## src/rtl/fir_tf_param.sv

```systemverilog
// Transposed-form FIR with shadow/active coefficient banks, round/scale/saturate output register.
// One cycle from x_valid to y_valid; no backpressure, every x_valid sample is accepted unless clear is high.
module fir_tf_param #(
  parameter int DATA_W = 8,
  parameter int COEF_W = 8,
  parameter int TAPS   = 8,
  parameter int SHIFT  = 0,
  parameter int OUT_W  = 16
) (
  input  logic                     clk,
  input  logic                     rst,
  input  logic                     clear,
  input  logic                     coef_we,
  input  logic [$clog2(TAPS)-1:0]  coef_addr,
  input  logic signed [COEF_W-1:0] coef_wdata,
  input  logic                     coef_commit,
  input  logic                     x_valid,
  input  logic signed [DATA_W-1:0] x,
  output logic                     y_valid,
  output logic signed [OUT_W-1:0]  y,
  output logic                     y_sat
);

  localparam int ACC_W = DATA_W + COEF_W + $clog2(TAPS);
  localparam int AW    = $clog2(TAPS);
  localparam logic signed [ACC_W:0] RND  = (ACC_W+1)'((64'sd1 <<< SHIFT) >>> 1);
  localparam logic signed [ACC_W:0] MAXV = (ACC_W+1)'((64'sd1 <<< (OUT_W-1)) - 64'sd1);
  localparam logic signed [ACC_W:0] MINV = ~MAXV;

  logic signed [COEF_W-1:0] r_ca [TAPS];
  logic signed [COEF_W-1:0] r_sh [TAPS];
  logic signed [ACC_W-1:0]  r_p  [TAPS-1];
  logic                     r_y_vld;
  logic signed [OUT_W-1:0]  r_y;
  logic                     r_y_sat;

  logic signed [ACC_W-1:0]  w_prod [TAPS];
  logic signed [ACC_W-1:0]  w_acc;
  logic signed [ACC_W:0]    w_rnd;
  logic signed [ACC_W:0]    w_r;
  logic signed [OUT_W-1:0]  w_y;
  logic                     w_sat;
  logic                     w_addr_ok;

  if ((1 << AW) == TAPS) begin : g_pow2
    assign w_addr_ok = 1'b1;
  end else begin : g_npow2
    localparam logic [AW:0] TAPS_L = (AW+1)'(TAPS);
    assign w_addr_ok = ({1'b0, coef_addr} < TAPS_L);
  end

  // Operands are sign-extended to ACC_W first, so the truncated product is exact.
  always_comb begin
    for (int k = 0; k < TAPS; k++) begin
      w_prod[k] = ACC_W'(r_ca[k]) * ACC_W'(x);
    end
  end

  always_comb begin
    w_acc = r_p[0] + w_prod[0];
    w_rnd = (ACC_W+1)'(w_acc) + RND;
    w_r   = w_rnd >>> SHIFT;
    w_y   = w_r[OUT_W-1:0];
    w_sat = 1'b0;
    if (w_r > MAXV) begin
      w_y   = MAXV[OUT_W-1:0];
      w_sat = 1'b1;
    end else if (w_r < MINV) begin
      w_y   = MINV[OUT_W-1:0];
      w_sat = 1'b1;
    end
  end

  always_ff @(posedge clk) begin
    if (rst) begin
      for (int k = 0; k < TAPS; k++) begin
        r_ca[k] <= '0;
        r_sh[k] <= '0;
      end
      for (int j = 0; j < TAPS-1; j++) r_p[j] <= '0;
      r_y_vld <= 1'b0;
      r_y     <= '0;
      r_y_sat <= 1'b0;
    end else begin
      r_y_vld <= 1'b0;
      // Commit reads the pre-write shadow because both updates are non-blocking.
      if (coef_we && w_addr_ok) r_sh[coef_addr] <= coef_wdata;
      if (coef_commit) begin
        for (int k = 0; k < TAPS; k++) r_ca[k] <= r_sh[k];
      end
      if (clear) begin
        for (int j = 0; j < TAPS-1; j++) r_p[j] <= '0;
      end else if (x_valid) begin
        for (int j = 0; j < TAPS-2; j++) r_p[j] <= r_p[j+1] + w_prod[j+1];
        r_p[TAPS-2] <= w_prod[TAPS-1];
        r_y_vld     <= 1'b1;
        r_y         <= w_y;
        r_y_sat     <= w_sat;
      end
    end
  end

  assign y_valid = r_y_vld;
  assign y       = r_y;
  assign y_sat   = r_y_sat;

endmodule
```

## config.mk

```make
export PLATFORM = sky130hd
export DESIGN_NAME = fir_tf_param
export DESIGN_NICKNAME = d
export VERILOG_FILES = /design/src/rtl/fir_tf_param.sv
export SDC_FILE = /design/constraint.sdc
export NUM_CORES = 2
export LEC_CHECK = 0
export ABC_AREA = 1
export CORE_MARGIN = 1.5
export CORE_UTILIZATION = 66
export CTS_BUF_LIST = sky130_fd_sc_hd__clkbuf_4 sky130_fd_sc_hd__clkbuf_8 sky130_fd_sc_hd__clkbuf_16
export DETAILED_ROUTE_END_ITERATION = 7
export PLACE_DENSITY = 0.85
export SLEW_MARGIN = 40
export SYNTH_ARGS = -nofsm -noshare
export SYNTH_HDL_FRONTEND = slang
export SYNTH_SLANG_ARGS = --single-unit
```

## constraint.sdc

```tcl
create_clock -name clk -period 7.8 [get_ports clk]
set_input_delay 1.56 -clock clk [delete_from_list [all_inputs] [get_ports clk]]
set_output_delay 1.56 -clock clk [all_outputs]
set_load 0.02 [all_outputs]
```

==> run summary <==
The run finished with clean final reports. The number of buffers inserted to repair setup after CTS came out at 0. The number of synthesis warnings came out at 0. STA classifies the critical path endpoint as a register. The first detailed-routing pass took 7 iterations. The count of antenna-violating nets left after detailed routing is 0. For this design, the sink count on the clock tree is 276. The netlist area before placement came out at 37630 sq um. The share of flip-flops with an asynchronous set or reset is 0%. The worst hold path terminates at y[4]$_SDFFE_PP0P_. The number of nets produced by synthesis came out at 5301.

The maximum number of pins on one net before global-route repair is 85. For this design the ratio of total power to cell area is 344.6 nW/um^2. The sum of net half-perimeters after detailed placement is 66590 um. In this run the critical register-to-register path is captured at y[6]$_SDFFE_PP0P_. The startpoint of the lowest-slack register-to-register path is r_ca[0][7]$_SDFFCE_PN0P_. The count of H-tree levels built during CTS came out at 2. By count the netlist is led by inv_1, nand2_1, fa_1.

The number of instances in the synthesized netlist is 4302. The clock slew seen by the registers of the worst setup and hold paths is 70 ps. The layout net count came out at 5271. The most numerous cell on the critical path is fa_1. Dividing the synthesized area by the synthesized cell count gives 8.747 sq um. The fraction of final layout cells with drive strength greater than 1 is 4.540%.

The worst setup path is of the primary input to register kind. The most frequently used cell type in the post-synthesis netlist is inv_1. Overall power consumption after layout is estimated at 13.76 mW. The die footprint is 58460 sq um. The worst endpoint data arrival time is 6890 ps. For the worst-skew pair, the clock arrives at the later sink with an insertion delay of 550 ps. The first global-routing pass estimated 141600 um of wire. At the end of the flow the core is filled with cells to 70.81%. The number of filler instances in the final layout is 3958. The critical path contains buffers and inverters numbering 5 combined. The final weighted congestion of routability-driven global placement is 0.9269. The largest buffer count on any clock path came out at 3. The startpoint identified for the worst hold timing path is y[4]$_SDFFE_PP0P_. The number of distinct library cells after synthesis came out at 41. In this run, the number of DRC markers left after iteration 0 of detailed routing was 2489. The worst vdd rail ir drop is 355.4 uV. The floorplan core area is 56390 sq um. Ranked by total cell area, the synthesized netlist is headed by fa_1, edfxtp_1, inv_1, ha_1, nand2_1. The DRC violations left came out at 0. On the critical path the largest part of the delay comes from adder cells. Buffers placed on the I/O ports in this run total 42. The final-layout setup total negative slack is 0 ps. The top achievable clock speed came out at 154.2 MHz.

The number of gates given a new drive strength after cts came out at 0. The via count of the first global-routing pass came out at 29120. The worst hold path belongs to the class register to register. The routed design could run at a clock period as short as 6486 ps. The number of setup violations in the final report came out at 0. The share of the yosys chip area belonging to registers is 21.04%. The worst setup slack after layout came out at 1314 ps. The number of cell rows is 87. In the synthesized netlist the dominant register cell turns out to be edfxtp_1. Setup repair after global routing left no endpoint under its margin. The count of endpoints failing hold in the final timing report came out at 0. The number of pins with negative max-slew slack in the final report came out at 0. The CTS buffer count came out at 34. The fraction of synthesized cell area taken by the top area cell type came out at 34.00%. The critical path goes through clkdlybuf4s50_1, inv_2, buf_4, or2_2, fa_1, fa_1, inv_1, fa_1, fa_1, fa_1, ha_1, nand2_1, inv_1, nand2_1, and2_1, o21ai_0, o21ai_0, a21oi_1. Using the TritonRoute via totals, the vias-per-cell ratio works out to 5.454. The number of antenna violations at the first check in global routing is 4. The static leakage power is 21.86 nW.

The remaining global-route overflow is 0. The depth of the worst register-to-register path is 21. The area overhead of the layout relative to synthesis came out at 6.105%. The top-level port count is 43. The pin slew with the least headroom to its limit is 820.9 ps. The tree is rooted in a clkbuf_16. The relative max-transition margin is 45.28%.

The largest total area in the synthesized netlist belongs to fa_1. STA classifies the critical path startpoint as a primary input. The worst setup skew after layout is 25.03 ps. On the critical path, the stage with the largest delay is an instance of fa_1. Global routing consumed, over all layers together, 30.35% of the routing resources. The sum of routed wire length over all layers came out at 85230 um.

The number of violations of the max-capacitance limit is 0. The TritonCTS clock tree is yes. The data required time of the worst path came out at 8200 ps. The setup slack after placement is 884.9 ps. The routed layout has 27570 vias. The instance count along the most critical hold path came out at 2.

The die is 241.8 um wide. The average wire length per cell after detail routing came out at 16.86 um. The number of synthesized flops with an enable pin came out at 239.

The final critical-path share of the clock period came out at 83.15%. The count of hold buffers inserted by post-cts repair is 0. For this run, the slowest stage of the critical path takes 520 ps. The starting utilization of the core area came out at 66.74%. The y dimension of the die came out at 241.8 um. Setup slack on the worst reg-to-reg path comes out at 2520 ps. The highest net fanout along the worst path is 26. In this run, synthesis produced a sequential element count of 276.
## stage by stage
stage / instance area (sq um) / hold WS [ps] / instances
global placement: 38770 / 449.3 / 4991
global route: 39920 / 473.9 / 5053
detailed placement: 38770 / 446.9 / 4991
floorplan: 37630 / 440.9 / 4302
CTS: 39890 / 457.2 / 5050
finish: 39930 / 455.9 / 5055
## power breakdown
group	internal (mW)	switching [mW]
Combinational	3.72	6.29
Clock	0.947	0.682
Sequential	1.90	0.213
## registers in the layout (all words and copies together) (netlist names)
signal and cells:
r_sh 64, r_ca 64, y_valid 1, y 16
r_p 130, y_sat 1
## cell type report
class                           count  area [sq um]  area share (%)
Tap cell                          756         945.9           2.369
Antenna cell                        4         10.01         0.02507
Sequential cell                   276          7918           19.83
Inverter                         1241          4658           11.67
Multi-Input combinational cell   2631         24460           61.27
Clock inverter                     17         158.9          0.3980
Clock buffer                       42         958.4           2.400
Timing Repair Buffer               88         815.8           2.043
## worst max path at each step
stage / from / to / slack, ps / depth (start not counted)
5_1_grt: x[0] / r_p[5][17]$_SDFFCE_PN0P_ / 1070 / 22
3_3_place_gp: x[7] / r_p[4][18]$_SDFFE_PP0P_ / 980 / 21
4_1_cts: x[7] / r_p[4][9]$_SDFFE_PP0P_ / 1430 / 18
3_5_place_dp: x[0] / y[14]$_SDFFE_PP0P_ / 880 / 22
2_1_floorplan: x[0] / r_p[1][12]$_SDFFCE_PN0P_ / 1250 / 18
6_report: x[7] / r_p[4][9]$_SDFFE_PP0P_ / 1310 / 18
## cell usage in the layout, fill, tap and decap left out, types with 36 or more instances in the layout
master,instances
a21oi_1,177
buf_4,41
clkbuf_16,36
dfxtp_1,37
edfxtp_1,239
fa_1,639
ha_1,335
inv_1,1235
nand2_1,797
nand3_1,110
nor2_1,265
o21ai_0,96
or2_2,53
## worst register-to-register path: cells and delay by family (launching register included)
kind          cells  cell delay, ps
fa+ha+maj         6            2730
buf+inv           5             760
flops             1             520
simple gates     10            1170
## kinds of logic (layout without fill, tap and decap cells)
logic type	count (synthesis)	in the layout	synth area share, %
buf+inv	1395	1388	13.97
simple gates	1281	1281	13.99
fa+ha+maj	974	974	45.13
compound gates	324	324	4.665
flops	276	276	21.04
xor+xnor	52	52	1.210
other cells	0	4	0
## routing by layer
metal	GRT usage [%]	wire length, um
met1	37.71	31690
met2	51.80	41780
met3	6.593	8432
met4	12.15	3332
met5	0	0
Power figures use the tool's default switching activity.
